===== config.mk =====
export PLATFORM = sky130hd
export DESIGN_NAME = kb_report_rx
export DESIGN_NICKNAME = d
export VERILOG_FILES = /design/src/rtl/kb_pkg.sv /design/src/rtl/kb_key_select.sv /design/src/rtl/kb_report_rx.sv
export SDC_FILE = /design/constraint.sdc
export NUM_CORES = 1
export LEC_CHECK = 0
export ABC_AREA = 0
export CAP_MARGIN = 25
export CORE_ASPECT_RATIO = 0.9
export CORE_MARGIN = 8
export CORE_UTILIZATION = 57
export CTS_CLUSTER_SIZE = 20
export DETAILED_ROUTE_END_ITERATION = 10
export DONT_BUFFER_PORTS = 1
export PLACE_DENSITY = 0.81
export RECOVER_POWER = 50
export SLEW_MARGIN = 20
export SYNTH_ARGS = -nofsm -noshare
export SYNTH_HDL_FRONTEND = slang
export SYNTH_SLANG_ARGS = --single-unit

===== constraint.sdc =====
create_clock -name CLK -period 2.47 [get_ports CLK]
set_input_delay 0.494 -clock CLK [delete_from_list [all_inputs] [get_ports CLK]]
set_output_delay 0.494 -clock CLK [all_outputs]
set_load 0.1 [all_outputs]

===== src/rtl/kb_pkg.sv =====
// Shared types and constants for the HID boot-keyboard report receiver.
package kb_pkg;

  typedef enum logic [1:0] {
    IDLE,
    COLLECT,
    COMMIT
  } kb_state_e;

  localparam int         KB_RPT_BYTES    = 8;
  localparam int         KB_FIRST_KEY    = 2;
  localparam int         KB_NUM_KEYS     = KB_RPT_BYTES - KB_FIRST_KEY;
  localparam logic [7:0] KB_KEY_NONE     = 8'h00;
  localparam logic [7:0] KB_KEY_ROLLOVER = 8'h01;

endpackage


===== src/rtl/kb_key_select.sv =====
// Priority picker over the six key slots: first and second nonzero keys,
// plus a flag for the all-0x01 phantom (rollover) report.
module kb_key_select
  import kb_pkg::*;
(
  input  logic [KB_NUM_KEYS-1:0][7:0] slots,
  output logic [7:0]                  key_first,
  output logic [7:0]                  key_second,
  output logic                        rollover
);

  logic [KB_NUM_KEYS-1:0] is_rollover;
  logic                   found_first;
  logic                   found_second;

  generate
    for (genvar gi = 0; gi < KB_NUM_KEYS; gi++) begin : g_roll
      assign is_rollover[gi] = (slots[gi] == KB_KEY_ROLLOVER);
    end
  endgenerate

  assign rollover = &is_rollover;

  // Lowest slot index wins; later nonzero slots only fill the second key.
  always_comb begin
    key_first    = KB_KEY_NONE;
    key_second   = KB_KEY_NONE;
    found_first  = 1'b0;
    found_second = 1'b0;
    for (int i = 0; i < KB_NUM_KEYS; i++) begin
      if (slots[i] != KB_KEY_NONE) begin
        if (!found_first) begin
          key_first   = slots[i];
          found_first = 1'b1;
        end else if (!found_second) begin
          key_second   = slots[i];
          found_second = 1'b1;
        end
      end
    end
  end

endmodule


===== src/rtl/kb_report_rx.sv =====
// Assembles 8-byte HID boot-keyboard reports and commits the key pair atomically.
// Optional idle abort inside a report is enabled by defining KB_TIMEOUT_EN.
module kb_report_rx
  import kb_pkg::*;
#(
  parameter int TIMEOUT_CYCLES = 50000
) (
  input  logic       CLK,
  input  logic       Reset_n,
  input  logic [7:0] byte_data,
  input  logic       byte_valid,
  input  logic       byte_sof,
  output logic       byte_ready,
  output logic [7:0] keycode0,
  output logic [7:0] keycode1,
  output logic [7:0] modifier,
  output logic       report_strobe,
  output logic       rollover_err,
  output logic       timeout_err
);

  kb_state_e state_reg, state_next;
  logic [2:0] idx_reg, idx_next;
  logic [7:0] rpt_reg [KB_RPT_BYTES];
  logic       xfer;
  logic       timeout_hit;

  logic [KB_NUM_KEYS-1:0][7:0] key_slots;
  logic [7:0] sel_key0, sel_key1;
  logic       sel_rollover;

  logic [7:0] keycode0_reg, keycode1_reg, modifier_reg;
  logic       report_strobe_reg, rollover_err_reg, timeout_err_reg;

  assign byte_ready = (state_reg != COMMIT);
  assign xfer       = byte_valid && byte_ready;

  always_ff @(posedge CLK or negedge Reset_n) begin
    if (!Reset_n) begin
      state_reg <= IDLE;
      idx_reg   <= 3'd0;
    end else begin
      state_reg <= state_next;
      idx_reg   <= idx_next;
    end
  end

  always_comb begin
    state_next = state_reg;
    idx_next   = idx_reg;
    case (state_reg)
      IDLE: begin
        if (xfer && byte_sof) begin
          state_next = COLLECT;
          idx_next   = 3'd1;
        end
      end
      COLLECT: begin
        if (xfer) begin
          if (byte_sof) begin
            idx_next = 3'd1;
          end else begin
            idx_next = idx_reg + 3'd1;
            if (idx_reg == 3'(KB_RPT_BYTES - 1)) state_next = COMMIT;
          end
        end else if (timeout_hit) begin
          state_next = IDLE;
          idx_next   = 3'd0;
        end
      end
      COMMIT: begin
        state_next = IDLE;
        idx_next   = 3'd0;
      end
      default: begin
        state_next = IDLE;
        idx_next   = 3'd0;
      end
    endcase
  end

  // Report buffer needs no reset: a report is only committed after a full refill.
  always_ff @(posedge CLK) begin
    if (xfer) begin
      if (byte_sof)                 rpt_reg[0]       <= byte_data;
      else if (state_reg == COLLECT) rpt_reg[idx_reg] <= byte_data;
    end
  end

  generate
    for (genvar gi = 0; gi < KB_NUM_KEYS; gi++) begin : g_slot
      assign key_slots[gi] = rpt_reg[KB_FIRST_KEY + gi];
    end
  endgenerate

  kb_key_select u_key_select (
    .slots      (key_slots),
    .key_first  (sel_key0),
    .key_second (sel_key1),
    .rollover   (sel_rollover)
  );

`ifdef KB_TIMEOUT_EN
  localparam int CNT_W = ($clog2(TIMEOUT_CYCLES) > 16) ? $clog2(TIMEOUT_CYCLES) : 16;
  localparam logic [CNT_W-1:0] CNT_LAST = CNT_W'(TIMEOUT_CYCLES - 1);

  logic [CNT_W-1:0] idle_cnt_reg;

  // A transfer in the terminal cycle takes priority over the abort.
  assign timeout_hit = (state_reg == COLLECT) && !xfer && (idle_cnt_reg == CNT_LAST);

  always_ff @(posedge CLK or negedge Reset_n) begin
    if (!Reset_n)                          idle_cnt_reg <= '0;
    else if (state_reg != COLLECT || xfer) idle_cnt_reg <= '0;
    else                                   idle_cnt_reg <= idle_cnt_reg + 1'b1;
  end
`else
  logic unused_timeout_cfg;
  assign unused_timeout_cfg = ^TIMEOUT_CYCLES;
  assign timeout_hit        = 1'b0;
`endif

  always_ff @(posedge CLK or negedge Reset_n) begin
    if (!Reset_n) begin
      keycode0_reg      <= 8'h00;
      keycode1_reg      <= 8'h00;
      modifier_reg      <= 8'h00;
      report_strobe_reg <= 1'b0;
      rollover_err_reg  <= 1'b0;
      timeout_err_reg   <= 1'b0;
    end else begin
      report_strobe_reg <= 1'b0;
      rollover_err_reg  <= 1'b0;
      timeout_err_reg   <= timeout_hit;
      if (state_reg == COMMIT) begin
        if (sel_rollover) begin
          rollover_err_reg <= 1'b1;
        end else begin
          keycode0_reg      <= sel_key0;
          keycode1_reg      <= sel_key1;
          modifier_reg      <= rpt_reg[0];
          report_strobe_reg <= 1'b1;
        end
      end
    end
  end

  // Reserved byte is captured with the rest of the report but never used.
  logic unused_reserved;
  assign unused_reserved = ^rpt_reg[1];

  assign keycode0      = keycode0_reg;
  assign keycode1      = keycode1_reg;
  assign modifier      = modifier_reg;
  assign report_strobe = report_strobe_reg;
  assign rollover_err  = rollover_err_reg;
  assign timeout_err   = timeout_err_reg;

endmodule


* Word level (Yosys, flattened, before mapping)
Memory sizes are Yosys's and may differ from the RTL's. A register that Yosys moved wholly into a read port is not among the register bits. Index checks and enable logic that the tools add are counted.
Operators by class: reductions and logical operators 15, multiplexer cells 61, equal/unequal tests 14, add/subtract/negate cells 1, bitwise gates (word level) 1
Operator list (count):
- $mux W8 | 26
- $eq A8 B1 Y1 const B | 6
- $reduce_bool A8 Y1 | 6
- $mux W1 | 25
- $mux W3 | 4
- $ne A2 B2 Y1 const B | 5
- $mux W2 | 4
- $reduce_or A8 Y1 | 1
- $pmux W3 S2 | 1
- $reduce_and A6 Y1 | 1
- $pmux W2 S2 | 1
- $reduce_and A2 Y1 | 2
- $reduce_and A4 Y1 | 1
- $add A3 B1 Y3 const B | 1
- $eq A3 B3 Y1 const B | 1
- $eq A2 B1 Y1 const B | 1
- $eq A2 B2 Y1 const B | 1
- $logic_and A1 B1 Y1 | 2
- $logic_not A2 Y1 | 1
- $logic_not A1 Y1 | 1
- $not A1 Y1 | 1
Storage, ports and cells: flip-flop bits (word level) 23, RAM bits 64, input bits 12, memories 1, output and inout port bits 28
Memories:
- rpt_reg | depth 8, width 8, rd ports 7, clocked after memory_dff 1, write ports 1, line kb_report_rx.sv:24 | logic [7:0] rpt_reg [KB_RPT_BYTES];

* Longest topological paths before layout
Gate-level depths: netlist of run 1. An unclocked memory read counts as a cell.
depth after elaboration 17, depth in mapped cells 10, mapped depth without buffers 9

* Cells and area by module
From an unflattened synthesis of run 1, not the netlist that was laid out.
Second synthesis, totals: cells, all modules 303, area, all modules 4077.7 µm²
By module, submodules not included:
- kb_report_rx | area each 3030.4 µm², instances 1, sequential area each 2457.4 µm², cells each 153
- kb_key_select | area each 1047.3 µm², instances 1, sequential area each 0.0 µm², cells each 150

* Worst setup path after synthesis of run 1
No wires, ideal clock.
path kind register to register, start register state_reg[1], end register keycode0_reg[0], in the netlist keycode0[0], period minus slack after synthesis 2.473 ns, required time 2.392 ns, arrival time 2.395 ns, cell stages (with the launch flop) 9, slack -0.003 ns, setup time 0.078 ns, path buffers 3, cells stage by stage dfrtp_1 > clkbuf_1 > nand2b_1 > nand2b_1 > inv_1 > clkbuf_1 > clkbuf_1 > nor2_1 > a21oi_1
Between the ends: word-level cells in the longest chain between the ends 2
Ends and longest elaborated chain:
- start, declared | line kb_report_rx.sv:22 | kb_state_e state_reg, state_next;
- start signal, assigned | line kb_report_rx.sv:43 | state_reg <= state_next;
- $eq A2 B2 Y1 | line kb_report_rx.sv:135 | if (state_reg == COMMIT) begin
- $reduce_and A2 Y1 (no line)
- end signal, assigned | line kb_report_rx.sv:139 | keycode0_reg <= sel_key0;
- end, declared | line kb_report_rx.sv:32 | logic [7:0] keycode0_reg, keycode1_reg, modifier_reg;
No other way between the ends. A chain may end at the register's enable or synchronous reset.

==> reports/results.tsv, run 1 <==
stage	metric	value	unit
finish	area.growth.synth_to_final	20.0	%
finish	drive_gt1_share	24.6	%
global_routing	grt_pass1_vias	2822	
logic_synthesis	yosysTopAreaCell	edfxtp_1	
logic_synthesis	syn_area	3840	sq um
timing	holdWs	0.223	ns
critical_path	critical_path_class	flip-flop to flip-flop	
timing	setup_viol	3	
critical_path	crit_family	simple AND/OR/NAND/NOR gates	
clock_tree	cts.clk_slew.worst_paths	0.09	ns
route	drt_drc_violations_left	0	
timing	maxSlewViolCount	32	
die	fp.dieArea	9630	sq um
critical_path	path_buf_inv	0	
critical_path	crit_fanout	6	
finish	finalNonFillerCells	464	
logic_synthesis	yosys.area.top_type_share	43.7	%
die	ios	40	
outcome	status	finished, violations left	
global_routing	grt.met3_usage	4.89	%
logic_synthesis	synthMostInstantiatedCell	edfxtp_1	
critical_path	worstSetupStartpointType	flip-flop	
timing	max_freq	398	MHz
critical_path	worstRegToRegCells	7	
placement	dpl.hpwl	6930	microns
global_routing	met2_usage	35.0	%
finish	nFillCells	466	
global_routing	grtUsageMet1	27.0	%
global_routing	grt-busiest-layer	met2	
die	coreArea	6550	sq um
logic_synthesis	synthDistinctLibCells	51	
logic_synthesis	synth_flop_cell	edfxtp_1	
route	drtAntennaViolNets	0	
timing	worst_slew_pin_slew	1.64	ns
timing	fin_crit_sh	102	%
die	die_h	93.9	microns
timing	tns	-0.107	ns
clock_tree	clockBufferDepth	2	
placement	globalplace.congestion	0.973	
logic_synthesis	syn_nets	329	
timing	relSlewSlack	-9.42	%
route	vias_per_cell	6.38	
timing	hold_viol	0	
finish	stdcell_area	4620	sq um
logic_synthesis	synth_edf_count	56	
placement	place_area	4240	sq um
route	routed_wl	10200	microns
global_routing	grt_max_degree	32	
timing	fin_ws	-0.0415	ns
finish	largest_reg_flops	56	
critical_path	cp-end-kind	flip-flop	
critical_path	r2r_slack	-0.04	ns
timing	period_needed	2.51	ns
placement	pre_cts_slack	-0.0478	ns
route	drt_pass1_iterations	5	
critical_path	critPathArrivalTime	2.76	ns
placement	place_inst	440	
route	wl_per_cell	21.9	microns
flow_run	maxCapViolCount	1	
hold_path	min_path_cells	0	
logic_synthesis	seq_area_frac_synth	63.9	%
pwr	p_leak	1.85	nW
timing	fin_skew	0.0101	ns
global_routing	grt_overflow_total	0	
timing	rsz0062_at_grt	true	
logic_synthesis	async_flop_share	35.6	%
hold_path	hold_class	input pin to flip-flop	
critical_path	cp.depth	7	
critical_path	path_cells	or4_4 > or3_4 > nor2_4 > mux2i_2 > nor3_2 > o21a_1 > a221o_1	
die	die_w	103	microns
clock_tree	cts_tree	built	
clock_tree	htreeDepth	3	
clock_tree	cts_buffers	9	
pwr	powerDensity	702	nW/um^2
clock_tree	clk_latency	0.36	ns
critical_path	crit_required	2.72	ns
logic_synthesis	syn_area_per_cell	12.2	sq um
route	dr.first_iter.drc_count	292	
logic_synthesis	synth_area_leaders	edfxtp_1 (44%), dfrtp_1 (20%), nand2_1 (4.8%), a221oi_1 (2.7%), a221o_1 (2.3%)	
logic_synthesis	yosysWarnings	0	
logic_synthesis	netlist_instances	315	
route	vias	2960	
global_routing	grt_pass1_wl	15400	microns
clock_tree	cts-root-buf	clkbuf_8	
global_routing	antenna_found_initial	0	
global_routing	globalRouteTotalUtil	21.4	%
die	start_util	58.7	%
pwr	vdd_drop_max	0.000573	V
finish	antennaDiodeCount	0	
critical_path	worst_path_max_delay_cell	or4_4	
critical_path	cp_slowest_stage_delay	0.60	ns
clock_tree	clock-sinks	87	
finish	nets	383	
outcome	violations	max-capacitance violations, max-slew violations, negative setup slack	
logic_synthesis	ys_ff_latch	87	
logic_synthesis	synth_top_cells_by_count	edfxtp_1 (56), nand2_1 (49), dfrtp_1 (31)	
die	rows	28	
placement	port_buffers	0	
placed cells by master (no fill, tap or decap), types with 5 or more instances in the layout:
| cell type | count |
|---|---|
| nand2_1 | 49 |
| a221oi_1 | 10 |
| a21oi_1 | 9 |
| nor2_1 | 19 |
| nor3_1 | 14 |
| a221o_1 | 9 |
| o21ai_1 | 6 |
| a21o_1 | 7 |
| mux2i_1 | 5 |
| nor4_2 | 5 |
| o21ai_0 | 11 |
| buf_4 | 49 |
| clkbuf_8 | 9 |
| edfxtp_1 | 56 |
| dfrtp_1 | 31 |
worst paths after layout:
check	startpoint	endpoint
max	rpt_reg[2][4]	keycode1[2]
min	byte_data[5]	rpt_reg[4][5]
max reg2reg	rpt_reg[2][4]	keycode1[2]
min reg2reg	rpt_reg[0][5]	modifier[5]
max in group asynchronous	Reset_n	idx_reg[1]
min in group asynchronous	Reset_n	keycode1[4]
logic make-up after synthesis:
| family | Yosys count | synth area share (%) |
|---|---|---|
| other cells | 1 | 0.0975 |
| compound gates | 73 | 13.9 |
| simple gates | 126 | 16.4 |
| buf+inv | 15 | 2.08 |
| flops | 87 | 63.9 |
| xor+xnor | 1 | 0.228 |
| mux | 10 | 2.73 |
| fa+ha+maj | 2 | 0.651 |
routing by layer:
metal | part of all wire, % | routed length [microns]
met3 | 9.7 | 987
met2 | 49 | 4930
met1 | 39 | 3950
met5 | 0 | 0
met4 | 2.8 | 286
metrics by stage:
| step | power, W | utilization [%] |
|---|---|---|
| floorplan | 0.00198 | - |
| CTS | 0.00323 | 69.5 |
| detailed placement | 0.00207 | 64.8 |
| global placement | 0.00206 | 64.8 |
| global route | 0.00331 | 70.5 |
| finish | 0.00324 | 70.5 |
power breakdown:
group | switching [W] | internal (W)
Combinational | 0.000238 | 0.0000917
Clock | 0.000539 | 0.000644
Sequential | 0.0000894 | 0.00164
final cells by class:
type / instances / area, sq um / share of cell area [%]
sequential: 87 / 2460 / 53.2
tap: 90 / 113 / 2.44
multi-input combinational: 213 / 1400 / 30.2
clock inverter: 6 / 93.8 / 2.03
timing repair buffer: 55 / 397 / 8.59
clock buffer: 10 / 149 / 3.23
inverter: 3 / 11.3 / 0.244
timing repair:
action,4_1_cts,5_1_grt
resized for setup,4,12
setup endpoints to repair,8,16
hold buffers,2,0
pin swaps,2,2
setup buffers,3,3
endpoints found under the hold margin,31,0
Note: power is estimated with default switching activity, not from simulation.
==> run 2: changes to the inputs <==
CORE_MARGIN = unset   (was 8)
==> reports/results.tsv, run 2 (synthesis gave the netlist of run 1 again) <==
stage	metric	value	unit	change
outcome	status	finished, violations left		
outcome	violations	max-capacitance violations, max-slew violations, negative setup slack		
timing	fin_skew	0.00897	ns	-0.00114 ns
flow_run	maxCapViolCount	1		unchanged
critical_path	cp-end-kind	flip-flop		
finish	nets	373		-2.6%
finish	mostFrequentLayoutCell	edfxtp_1		
finish	antennaDiodeCount	0		unchanged
die	ios	40		unchanged
finish	final_cell_mix	edfxtp_1 (56), nand2_1 (49), buf_4 (40), dfrtp_1 (31), nor2_1 (19)		
pwr	finalPower	0.00323	W	-0.21%
timing	period_needed	2.56	ns	+0.0439 ns
placement	globalplace.congestion	0.941		-3.3%
critical_path	r2r-start	rpt_reg[2][1]		
pwr	clock_power_share	36.7	%	+0.2 points
timing	fin_ws	-0.0854	ns	-0.0439 ns
die	start_util	58.7	%	unchanged
clock_tree	clk_latency	0.35	ns	about the same
timing	maxSlewViolCount	32		unchanged
timing	hold_viol	0		unchanged
global_routing	grt_overflow_total	0		unchanged
pwr	powerDensity	711	nW/um^2	+1.4%
critical_path	critical_path_class	flip-flop to flip-flop		
pwr	p_sw	0.000862	W	-0.48%
die	rows	28		unchanged
placement	place_area	4200	sq um	-1.1%
hold_path	min_path_cells	0		unchanged
timing	worst_slew_pin_slew	1.70	ns	+0.0569 ns
finish	largest_reg_flops	56		unchanged
finish	finalNonFillerCells	454		-2.2%
placement	port_buffers	0		unchanged
die	fp.dieArea	7080	sq um	-27%
critical_path	worstRegToRegCells	7		unchanged
route	dr.first_iter.drc_count	376		+29%
finish	drive_gt1_share	22.3	%	-2.3 points
global_routing	grt_pass1_wl	14700	microns	-4.4%
clock_tree	clock-sinks	87		unchanged
pwr	p_sw_share	26.7	%	-0.073 points
critical_path	crit_required	2.71	ns	about the same
hold_path	hp-start	byte_data[5]		
pwr	pwr-share-seq	54.7	%	+1.4 points
route	drtAntennaViolNets	0		unchanged
critical_path	timing.rr.end	keycode1[3]		
clock_tree	clockBufferDepth	2		unchanged
timing	holdWs	0.228	ns	+0.00490 ns
clock_tree	cts-root-buf	clkbuf_8		
die	die_h	79.9	microns	-15%
route	vias	2919		-1.4%
clock_tree	cts_tree	built		
finish	stdcell_area	4540	sq um	-1.6%
placement	dpl.hpwl	6730	microns	-2.9%
critical_path	r2r_slack	-0.09	ns	-0.04 ns
route	vias_per_cell	6.43		+0.79%
finish	area.growth.synth_to_final	18.1	%	
placement	pre_cts_slack	-0.156	ns	-0.108 ns
die	coreArea	6550	sq um	unchanged
timing	max_freq	391	MHz	-1.7%
critical_path	critPathArrivalTime	2.80	ns	+0.04 ns
clock_tree	htreeDepth	3		unchanged
route	drt_drc_violations_left	0		unchanged
global_routing	antenna_found_initial	0		unchanged
global_routing	grt_pass1_vias	2849		+0.96%
pwr	p_leak	1.82	nW	-2.0%
timing	relSlewSlack	-13.2	%	-3.8 points
clock_tree	cts_buffers	9		unchanged
route	drt_pass1_iterations	5		unchanged
pwr	comb_power_share	8.6	%	-1.6 points
critical_path	crit_fanout	6		unchanged
pwr	p_int	0.00237	W	-0.11%
timing	fin_crit_sh	103	%	+1.8 points
route	routed_wl	9420	microns	-7.2%
hold_path	holdPathEnd	rpt_reg[0][5]		
die	die_w	88.6	microns	-14%
placement	place_inst	434		-1.4%
global_routing	grt_max_degree	32		unchanged
timing	rsz0062_at_grt	true		
global_routing	globalRouteTotalUtil	28.9	%	+7.5 points
clock_tree	cts.clk_slew.worst_paths	0.09	ns	about the same
timing	setup_viol	6		+3
route	wl_per_cell	20.7	microns	-5.2%
hold_path	hold_class	input pin to flip-flop		
critical_path	worstSetupStartpointType	flip-flop		
pwr	vdd_drop_max	0.000443	V	-23%
==> run 2: power by group through the flow <==
| stage | clock [W] | sequential (W) | combinational, W |
|---|---|---|---|
| finish | 0.00119 | 0.00177 | 0.000278 |
| global route | 0.00124 | 0.00178 | 0.000303 |
| CTS | 0.00119 | 0.00176 | 0.000283 |
| detailed placement | 0 | 0.00180 | 0.000265 |
| global placement | 0 | 0.00179 | 0.000257 |
| floorplan | 0 | 0.00186 | 0.000122 |
==> run 2: final cells by class <==
class                      count  area (sq um)
clock inverter                 6          96.3
multi-input combinational    213          1390
clock buffer                  10           149
tap                           90           113
timing repair buffer          45           325
inverter                       3          11.3
sequential                    87          2460
fill                         460          2010
==> run 2: worst max path at each step <==
stage	start	to	slack (ns)	cells after the start
global route	rpt_reg[2][1]	keycode1[3]	-0.16	7
global placement	rpt_reg[2][1]	keycode1[0]	-0.02	7
detailed placement	rpt_reg[2][1]	keycode1[0]	-0.16	7
finish	rpt_reg[2][1]	keycode1[3]	-0.09	7
CTS	rpt_reg[2][1]	keycode1[3]	-0.05	7
floorplan	rpt_reg[2][1]	keycode1[3]	0.04	8
==> run 2: per-stage QoR <==
stage / TNS (ns) / util, %
6_report: -0.321 / 69.3
5_1_grt: -2.22 / 69.3
4_1_cts: -0.153 / 68.9
3_5_place_dp: -0.403 / 64.1
3_3_place_gp: -0.0225 / 64.1
2_1_floorplan: 0 / -
==> run 2: timing repair <==
item,4_1_cts,5_1_grt
cloned,0,0
endpoints found under the setup margin,10,16
setup buffers,2,0
endpoints found under the hold margin,31,0
hold buffers,2,0
gates resized for setup,8,10
==> run 2: metal layers <==
layer  part of all wire [%]  track usage (%)
met5                      0                0
met4                    3.7             12.7
met2                     49             47.6
met1                     39             36.5
met3                    8.3             6.51
==> run 2: worst max-delay path, stage by stage (launching register included) <==
cell      delay, ns
edfxtp_1       0.40
or4_4          0.60
or3_4          0.40
nor2_4         0.16
mux2i_2        0.29
nor3_1         0.08
o21a_1         0.21
a221o_1        0.30
==> run 3: changes to the inputs <==
PLACE_DENSITY = 0.71   (was 0.81)
==> reports/results.tsv, run 3 (synthesis gave the netlist of run 1 again) <==
stage	metric	value	unit	change
finish	nets	376		+0.80%
hold_path	holdPathEnd	rpt_reg[0][6]		
pwr	p_sw_share	28.0	%	+1.3 points
pwr	powerDensity	676	nW/um^2	-5.0%
die	fp.dieArea	7080	sq um	unchanged
timing	hold_viol	0		unchanged
hold_path	hp-start	byte_data[6]		
critical_path	r2r_slack	-0.06	ns	+0.03 ns
die	die_w	88.6	microns	unchanged
outcome	status	finished, violations left		
timing	rsz0062_at_grt	true		
pwr	p_int	0.00221	W	-6.7%
finish	largest_reg_flops	56		unchanged
route	drt_drc_violations_left	1		+1
critical_path	worstSetupStartpointType	flip-flop		
timing	tns	-0.102	ns	+0.219 ns
clock_tree	clock-sinks	87		unchanged
die	start_util	58.7	%	unchanged
route	drtAntennaViolNets	0		unchanged
clock_tree	cts_buffers	9		unchanged
global_routing	antenna_found_initial	0		unchanged
global_routing	grt_pass1_wl	14000	microns	-5.1%
outcome	violations	design-rule violations, max-capacitance violations, max-slew violations, negative setup slack		
clock_tree	cts-root-buf	clkbuf_8		
critical_path	critPathArrivalTime	2.78	ns	-0.02 ns
finish	antennaDiodeCount	0		unchanged
route	dr.first_iter.drc_count	307		-18%
clock_tree	cts.clk_slew.worst_paths	0.09	ns	about the same
global_routing	grt_pass1_vias	2705		-5.1%
timing	fin_ws	-0.0562	ns	+0.0292 ns
critical_path	critical_path_class	flip-flop to flip-flop		
pwr	comb_power_share	8.8	%	+0.2 points
hold_path	min_path_cells	0		unchanged
pwr	clock_power_share	33.7	%	-3.0 points
finish	nFillCells	481		+4.6%
finish	mostFrequentLayoutCell	edfxtp_1		
route	vias_per_cell	6.21		-3.5%
flow_run	maxCapViolCount	1		unchanged
timing	fin_crit_sh	102	%	-1.2 points
placement	dpl.hpwl	6460	microns	-4.0%
die	ios	40		unchanged
placement	globalplace.congestion	0.983		+4.5%
clock_tree	cts_tree	built		
global_routing	grt_overflow_total	0		unchanged
pwr	vdd_drop_max	0.000501	V	+13%
timing	relSlewSlack	-12.7	%	+0.52 points
pwr	finalPower	0.00307	W	-5.0%
timing	worst_slew_pin_slew	1.69	ns	-0.00780 ns
finish	drive_gt1_share	22.3	%	+0.091 points
finish	final_cell_mix	edfxtp_1 (56), nand2_1 (49), buf_4 (41), dfrtp_1 (31), nor2_1 (19)		
critical_path	r2r-start	rpt_reg[2][6]		
hold_path	hold_class	input pin to flip-flop		
timing	period_needed	2.53	ns	-0.0292 ns
timing	holdWs	0.219	ns	-0.00922 ns
critical_path	crit_fanout	6		unchanged
timing	maxSlewViolCount	32		unchanged
critical_path	timing.rr.end	keycode1[2]		
die	rows	28		unchanged
timing	max_freq	396	MHz	+1.2%
critical_path	cp-end-kind	flip-flop		
global_routing	grt_max_degree	32		unchanged
route	routed_wl	9000	microns	-4.4%
clock_tree	clockBufferDepth	2		unchanged
timing	fin_skew	0.0103	ns	+0.00131 ns
route	drt_pass1_iterations	11		+6
route	vias	2836		-2.8%
die	coreArea	6550	sq um	unchanged
route	wl_per_cell	19.7	microns	-5.0%
die	die_h	79.9	microns	unchanged
finish	area.growth.synth_to_final	18.2	%	about the same
pwr	pwr-share-seq	57.6	%	+2.9 points
critical_path	crit_required	2.72	ns	about the same
pwr	p_leak	1.80	nW	-0.83%
critical_path	worstRegToRegCells	7		unchanged
pwr	p_sw	0.000860	W	-0.22%
placement	port_buffers	0		unchanged
timing	setup_viol	2		-4
clock_tree	clk_latency	0.36	ns	about the same
global_routing	globalRouteTotalUtil	27.9	%	-1.0 points
clock_tree	htreeDepth	3		unchanged
==> run 3: area by class of cell <==
class | count | area, sq um | area share [%]
Timing Repair Buffer | 48 | 357 | 7.85
Inverter | 3 | 11.3 | 0.248
Sequential cell | 87 | 2460 | 54.1
Tap cell | 90 | 113 | 2.48
Multi-Input combinational cell | 213 | 1390 | 30.6
Clock inverter | 7 | 91.3 | 2.01
Clock buffer | 9 | 124 | 2.73
==> run 3: how the worst max path moves through the flow <==
| stage | depth (start not counted) | to | start | slack, ns |
|---|---|---|---|---|
| 2_1_floorplan | 8 | keycode1[3] | rpt_reg[2][1] | 0.04 |
| 3_3_place_gp | 8 | keycode1[0] | rpt_reg[4][2] | 0.001 |
| 3_5_place_dp | 7 | keycode1[6] | rpt_reg[2][1] | -0.02 |
| 4_1_cts | 7 | keycode1[2] | rpt_reg[2][1] | -0.04 |
| 5_1_grt | 7 | keycode1[2] | rpt_reg[2][6] | -0.13 |
| 6_report | 7 | keycode1[2] | rpt_reg[2][6] | -0.06 |
==> run 3: metal layers <==
| metal | up-vias | routed length (microns) | track usage, % |
|---|---|---|---|
| li1 | 1299 | - | - |
| met1 | 1382 | 3710 | 34.9 |
| met2 | 133 | 4360 | 44.4 |
| met3 | 22 | 736 | 8.69 |
| met4 | 0 | 194 | 12.6 |
| met5 | - | 0 | 0 |
==> run 3: critical path, stage by stage (launching register included) <==
cell      delay (ns)
edfxtp_1        0.42
or4_4           0.58
or3_4           0.39
nor2_4          0.18
mux2i_4         0.29
nor3_2          0.06
o21a_1          0.20
a221o_1         0.30
==> run 3: power groups by stage <==
stage / clock network [W] / registers, W / logic, W
after floorplan: 0 / 0.00186 / 0.000122
after global placement: 0 / 0.00180 / 0.000252
after detailed placement: 0 / 0.00180 / 0.000259
after CTS: 0.00105 / 0.00177 / 0.000275
after global routing: 0.00110 / 0.00178 / 0.000295
final: 0.00103 / 0.00177 / 0.000269
==> run 3: through the flow <==
step,instance area (sq um),cells,setup WS (ns),util (%)
2_1_floorplan,3850,315,0.0384,-
3_3_place_gp,4210,434,0.00146,64.3
3_5_place_dp,4210,434,-0.0225,64.3
4_1_cts,4470,452,-0.0408,68.2
5_1_grt,4540,457,-0.130,69.4
6_report,4540,457,-0.0562,69.4
==> run 3: repair_timing <==
| action | in CTS | in global routing |
|---|---|---|
| endpoints found under the hold margin | 31 | 0 |
| buffers inserted | 0 | 5 |
| endpoints found under the setup margin | 4 | 14 |
| hold buffers | 2 | 0 |
| gates resized for setup | 4 | 11 |
| pin swaps | 0 | 2 |
